<file path="config.mk">
export PLATFORM = sky130hd
export DESIGN_NAME = lcd_fifo_wr_ctl_hys
export DESIGN_NICKNAME = d
export VERILOG_FILES = /design/src/rtl/lcd_fifo_wr_ctl_hys.sv
export SDC_FILE = /design/constraint.sdc
export NUM_CORES = 1
export LEC_CHECK = 0
export ABC_AREA = 1
export CELL_PAD_IN_SITES_DETAIL_PLACEMENT = 1
export CELL_PAD_IN_SITES_GLOBAL_PLACEMENT = 2
export CORE_ASPECT_RATIO = 1.25
export CORE_UTILIZATION = 29
export DETAILED_ROUTE_END_ITERATION = 8
export GPL_ROUTABILITY_DRIVEN = 0
export PLACE_DENSITY_LB_ADDON = 0.1
export SLEW_MARGIN = 30
export SYNTH_ARGS = -nofsm -noshare
export SYNTH_HDL_FRONTEND = slang
export SYNTH_SLANG_ARGS = --single-unit
export TNS_END_PERCENT = 50
</file>
<file path="constraint.sdc">
create_clock -name fifo_wr_clk -period 2.18 [get_ports fifo_wr_clk]
set_input_delay 0.436 -clock fifo_wr_clk [delete_from_list [all_inputs] [get_ports fifo_wr_clk]]
set_output_delay 0.436 -clock fifo_wr_clk [all_outputs]
set_load 0.01 [all_outputs]
</file>
<file path="src/rtl/lcd_fifo_wr_ctl_hys.sv">
// rtl/lcd_fifo_wr_ctl_hys.sv - frame-aligned AXI-stream to LCD line FIFO write gate with request hysteresis
// Optional frame/drop statistics outputs are enabled by defining LCD_FIFO_WR_STATS_EN.
module lcd_fifo_wr_ctl_hys #(
  parameter int CNT_W                 = 10,
  parameter int FIFO_ALMOSTFULL_DEPTH = 1000,
  parameter int FIFO_RESUME_DEPTH     = 960,
  parameter int H_PIXELS              = 800,
  parameter int V_LINES               = 480
) (
  input  logic             fifo_wr_clk,
  input  logic             rst_n,
  input  logic             enable,
  input  logic             axis_data_en,
  input  logic             axis_data_sync,
  output logic             axis_data_requst,
  output logic             fifo_wr_en,
  input  logic             fifo_full,
  input  logic [CNT_W-1:0] fifo_wr_cnt,
  output logic             lcd_framesync,
  output logic             line_end,
  output logic             ovf_err,
  output logic             sync_err,
`ifdef LCD_FIFO_WR_STATS_EN
  output logic [31:0]      frame_cnt,
  output logic [31:0]      drop_cnt,
`endif
  input  logic             err_clr
);

  localparam int PW = (H_PIXELS > 1) ? $clog2(H_PIXELS) : 1;
  localparam int LW = (V_LINES > 1) ? $clog2(V_LINES) : 1;
  localparam logic [PW-1:0]    H_LAST  = PW'(H_PIXELS - 1);
  localparam logic [LW-1:0]    V_LAST  = LW'(V_LINES - 1);
  localparam logic [CNT_W-1:0] AF_LVL  = CNT_W'(FIFO_ALMOSTFULL_DEPTH);
  localparam logic [CNT_W-1:0] RES_LVL = CNT_W'(FIFO_RESUME_DEPTH);

  typedef enum logic [1:0] {IDLE, SEEK, STREAM} state_t;
  state_t state, state_nxt;

  logic [PW-1:0] pix_cnt, cur_pix;
  logic [LW-1:0] line_cnt, cur_line;
  logic          requst_q, requst_d;
  logic          acc, sync_acc, pos_beat, at_origin, pix_last, frame_done;

  assign axis_data_requst = requst_q;

  // pos_beat marks beats that occupy a frame position; a sync beat always lands at 0/0
  always_comb begin
    acc        = axis_data_en & requst_q;
    sync_acc   = acc & axis_data_sync;
    pos_beat   = ((state == SEEK) & sync_acc) | ((state == STREAM) & acc);
    at_origin  = (pix_cnt == '0) && (line_cnt == '0);
    cur_pix    = sync_acc ? '0 : pix_cnt;
    cur_line   = sync_acc ? '0 : line_cnt;
    pix_last   = (cur_pix == H_LAST);
    frame_done = pos_beat & pix_last & (cur_line == V_LAST);
    fifo_wr_en = pos_beat & ~fifo_full;
  end

  always_ff @(posedge fifo_wr_clk or negedge rst_n) begin
    if (!rst_n) state <= IDLE;
    else        state <= state_nxt;
  end

  always_comb begin
    state_nxt = state;
    if (!enable) begin
      state_nxt = IDLE;
    end else begin
      case (state)
        IDLE:    state_nxt = SEEK;
        SEEK:    if (sync_acc && !frame_done) state_nxt = STREAM;
        STREAM:  if (frame_done) state_nxt = SEEK;
        default: state_nxt = IDLE;
      endcase
    end
  end

  // Request: forced high in SEEK, hysteresis between resume and almost-full levels in STREAM
  always_comb begin
    requst_d = 1'b0;
    if (enable) begin
      case (state)
        SEEK:   requst_d = 1'b1;
        STREAM: begin
          if (frame_done)                  requst_d = 1'b1;
          else if (fifo_wr_cnt >= AF_LVL)  requst_d = 1'b0;
          else if (fifo_wr_cnt < RES_LVL)  requst_d = 1'b1;
          else                             requst_d = requst_q;
        end
        default: requst_d = 1'b0;
      endcase
    end
  end

  always_ff @(posedge fifo_wr_clk or negedge rst_n) begin
    if (!rst_n) begin
      requst_q      <= 1'b0;
      pix_cnt       <= '0;
      line_cnt      <= '0;
      lcd_framesync <= 1'b0;
      line_end      <= 1'b0;
      ovf_err       <= 1'b0;
      sync_err      <= 1'b0;
    end else begin
      requst_q      <= requst_d;
      lcd_framesync <= fifo_wr_en & (cur_pix == '0) & (cur_line == '0);
      line_end      <= pos_beat & pix_last;
      ovf_err       <= (pos_beat & fifo_full) | (ovf_err & ~err_clr);
      sync_err      <= ((state == STREAM) & sync_acc & ~at_origin) | (sync_err & ~err_clr);
      if (!enable) begin
        pix_cnt  <= '0;
        line_cnt <= '0;
      end else if (pos_beat) begin
        if (pix_last) begin
          pix_cnt  <= '0;
          line_cnt <= (cur_line == V_LAST) ? '0 : cur_line + 1'b1;
        end else begin
          pix_cnt  <= cur_pix + 1'b1;
          line_cnt <= cur_line;
        end
      end
    end
  end

`ifdef LCD_FIFO_WR_STATS_EN
  logic drop_inc;
  assign drop_inc = ((state == SEEK) & acc & ~axis_data_sync) | (pos_beat & fifo_full);

  always_ff @(posedge fifo_wr_clk or negedge rst_n) begin
    if (!rst_n) begin
      frame_cnt <= '0;
      drop_cnt  <= '0;
    end else if (err_clr) begin
      frame_cnt <= '0;
      drop_cnt  <= '0;
    end else begin
      if (frame_done && frame_cnt != '1) frame_cnt <= frame_cnt + 1'b1;
      if (drop_inc && drop_cnt != '1)    drop_cnt  <= drop_cnt + 1'b1;
    end
  end
`endif

endmodule
</file>
==> results <==
- In the final layout, the share of cells above drive strength 1 is 0.248.
- The final-report max-slew violation count is 0.
- The post-detailed-route via-to-cell ratio is 4.74.
- The tree is rooted in a clkbuf_8.
- The post-synthesis register bit count is 26.
- The buffer depth of the longest clock path is 2.
- The critical path in this run is classified as reg2out.
- Averaged over all synthesized cells, the footprint is 7.52 um2.
- The tool flagged a number of max-cap violations equal to 0.
- The post-synthesis instance total is 239.
- The floorplan step defined a die boundary enclosing 6520 um2.
- The detailed placer's ending HPWL is 4520 um.
- The accumulated negative setup slack is 0 ns.
- OpenSTA, run right after detailed placement, puts the worst setup slack at -0.418 ns.
- The TritonCTS clock tree is built.
- STA classifies the critical path startpoint as a register.
- The synthesis-to-finish area growth is 38.1%.
- Input and output buffers added on the ports amount to 19.
- After the flow finishes, the layout carries non-filler instances totaling 384.
- The path class of the tightest hold or removal check is in2async.
- The number of antenna violations at the first check in global routing is 0.
- The average wire per standard cell is 15.0 um.
- In this run the number of cells on the critical path is 7.
- The analysis attributes to cell leakage a power of 1.24 nW.
- Once detail routing completed, the nets flagged for antenna violations numbered 0.
- The antenna diode count is 0.
- The first-pass iteration count of the detailed router is 4.
- The share of async-settable or async-resettable flops after synthesis is 1.00.
- After floorplanning, the core was divided into 31 placement rows.
- The final setup slack of the worst path is 0.172 ns.
- The final period utilization is 0.921.
- For met2 alone, demand over resource in global routing was 0.364.
- Clock latency on the worst-skew pair, taken at its later pin, is 0.28 ns.
- The detailed router finished its first iteration with 90 violations.
- Summed over all layers, the routed wires come to 5760 um.
- The element type at the critical path end is an output port.
- The flow ran to the end, and the final reports show no timing, DRC or antenna violations.
- The critical path contains buffers and inverters numbering 4 combined.
- The power after layout is 1.13 mW.
- After detailed routing, the number of remaining DRC violations is 0.
- Counting every net in the synthesized netlist gives 263.
- Among the stages of the critical path, the cell type that occurs most often is inv_1.
- The critical path goes through inv_1, ha_1, inv_1, o22ai_4, inv_1, nor2_1, clkbuf_2.
- The actual transition at the worst max-transition pin is 0.482 ns.
- Counting distinct cell types in the post-synthesis netlist gives 33.
- The routed layout has 1820 vias.
- For met3 alone, demand over resource in global routing was 0.0168.
- The clock sink total is 26.
- The part of the Yosys area used for sequential elements is 0.362.
- The number of hold buffers added after cts is 0.
- Measured against its own limit, the worst slew margin works out to 0.678.
- The worst setup skew after layout is 0.00497 ns.
- From bottom edge to top edge, the die measures 90.0 um.
- At the worst endpoint, the arrival time is 1.57 ns.
- The final hold violation count is 0.
- TritonCTS created 3 clock buffers.
- The number of top-level design ports is 23.
- For this run, global-route usage on met1 was measured as 0.243.
- The cell total after placement is 376.
- The number of levels in the clock H-tree is 1.
- The master of the slowest instance on the critical path is dfrtp_1.
- The global-route wire length before repair is 9990 um.
- For this design the ratio of total power to cell area is 455 nW/um2.
- For this run the aggregate overflow at the end of global routing stands at 0.
- The floorplan step set the die width to 72.4 um.
- Clock-pin slew was measured on the worst setup and hold paths at 0.10 ns.
- The starting density of the core is 0.305.
- On the worst path, the slowest cell contributes a delay of 0.42 ns.
- The tightest hold path in the finished design has a slack of 0.535 ns.
- Entering global routing, the biggest net connects 27 pins.
- The data required time at the worst endpoint is 1.74 ns.
- The via count of the first global-routing pass is 2008.
- The cell family contributing the most delay on the critical path is flip-flops.
- Setup violations remaining at the end of the flow were counted as 0.
- The post-synthesis cell area is 1800 um2.
- The number of flops mapped to enable cells by yosys is 0.
- The aggregate global-route resource usage is 0.200.
- The worst supply voltage drop on vdd is 303 uV.
- The worst register-to-register path has a depth of 13.
- In this run the most used layer during global routing was met2.
- The total area inside the core boundary comes to 5900 um2.
- The number of nets at the end of the flow is 327.
- In the synthesized netlist the dominant register cell turns out to be dfrtp_1.
- The peak fanout along the critical path is 3.
- The number of warnings printed during yosys synthesis is 0.
- The smallest clock period supported by the final layout is computed as 2.01 ns.
- The flop-to-flop setup slack is 0.21 ns.
- Based on the critical path, the design can be clocked at up to 498 MHz.
per-stage QoR:
step | util | instance area, um2
3_5_place_dp | 0.401 | 2360
6_report | 0.421 | 2480
4_1_cts | 0.415 | 2450
5_1_grt | 0.421 | 2480
3_3_place_gp | 0.401 | 2360
2_1_floorplan | - | 1800
per-layer routing:
| metal | vias up | routed length, um |
|---|---|---|
| met5 | - | 0 |
| met4 | 0 | 119 |
| met3 | 9 | 80 |
| met2 | 22 | 3100 |
| met1 | 876 | 2470 |
| li1 | 913 | - |
worst paths after layout:
check                                       from     endpoint
min in group fifo_wr_clk                state[1]     state[1]
worst max-delay path                    state[0]   fifo_wr_en
worst min register to register          state[1]     state[1]
max in group asynchronous                  rst_n  line_cnt[4]
worst max register to register  axis_data_requst     state[1]
worst min-delay path                       rst_n   pix_cnt[7]
what timing repair did:
action / 4_1_cts / 5_1_grt
gates resized for setup: 8 / 8
setup endpoints to repair: 19 / 16
buffers inserted: 1 / 3
pin swaps: 5 / 5
state kept, by name, indices dropped and copies added (netlist names):
name / flops
line_end: 1
line_cnt: 9
sync_err: 1
pix_cnt: 10
ovf_err: 1
lcd_framesync: 1
state: 2
axis_data_requst: 1
layout make-up:
cell class / count / area (um2)
fill: 750 / 3410
multi-input combinational: 174 / 1020
sequential: 26 / 651
timing repair buffer: 62 / 517
inverter: 36 / 135
tap: 82 / 103
clock buffer: 4 / 55.1
cells in the mapped netlist, types with 2 or more instances:
master | instances | share of area
ha_1 | 7 | 0.049
o21ai_1 | 4 | 0.011
nand2_2 | 3 | 0.010
nor4_1 | 2 | 0.0070
nor2_1 | 15 | 0.031
o22ai_1 | 6 | 0.021
nor2_4 | 3 | 0.019
xor2_1 | 5 | 0.024
a21oi_1 | 2 | 0.0056
dfrtp_1 | 26 | 0.36
o211ai_1 | 2 | 0.0083
nand3_1 | 19 | 0.053
inv_1 | 34 | 0.071
nand2_4 | 2 | 0.013
nand2_1 | 62 | 0.13
o21ai_0 | 15 | 0.042
nand4_1 | 12 | 0.042
inv_2 | 2 | 0.0042
nor2_2 | 2 | 0.0070
nor3_1 | 3 | 0.0083
power breakdown:
part,switching [mW],internal (mW)
Clock,0.180,0.162
Combinational,0.149,0.113
Sequential,0.0214,0.503
cell usage in the layout, fill, tap and decap left out, types with 3 or more instances in the layout:
master / count
buf_4: 41
nand2_2: 7
ha_1: 6
clkdlybuf4s50_1: 16
clkbuf_8: 4
nor2_1: 14
nor2_4: 4
dfrtp_1: 26
nand3_1: 17
inv_1: 34
nand2_1: 58
o21ai_1: 4
o21ai_0: 15
nor3_1: 3
o22ai_1: 6
xor2_1: 5
nand4_1: 12
logic make-up after synthesis:
group,count (synthesis),synth area share
XOR/XNOR,6,0.0292
flip-flops,26,0.362
adder cells (fa/ha/maj),7,0.0487
AND/OR/NAND/NOR,127,0.348
AO/OA/AOI/OAI,34,0.126
buffers and inverters,39,0.0863
(Power assumes the default switching activity.)
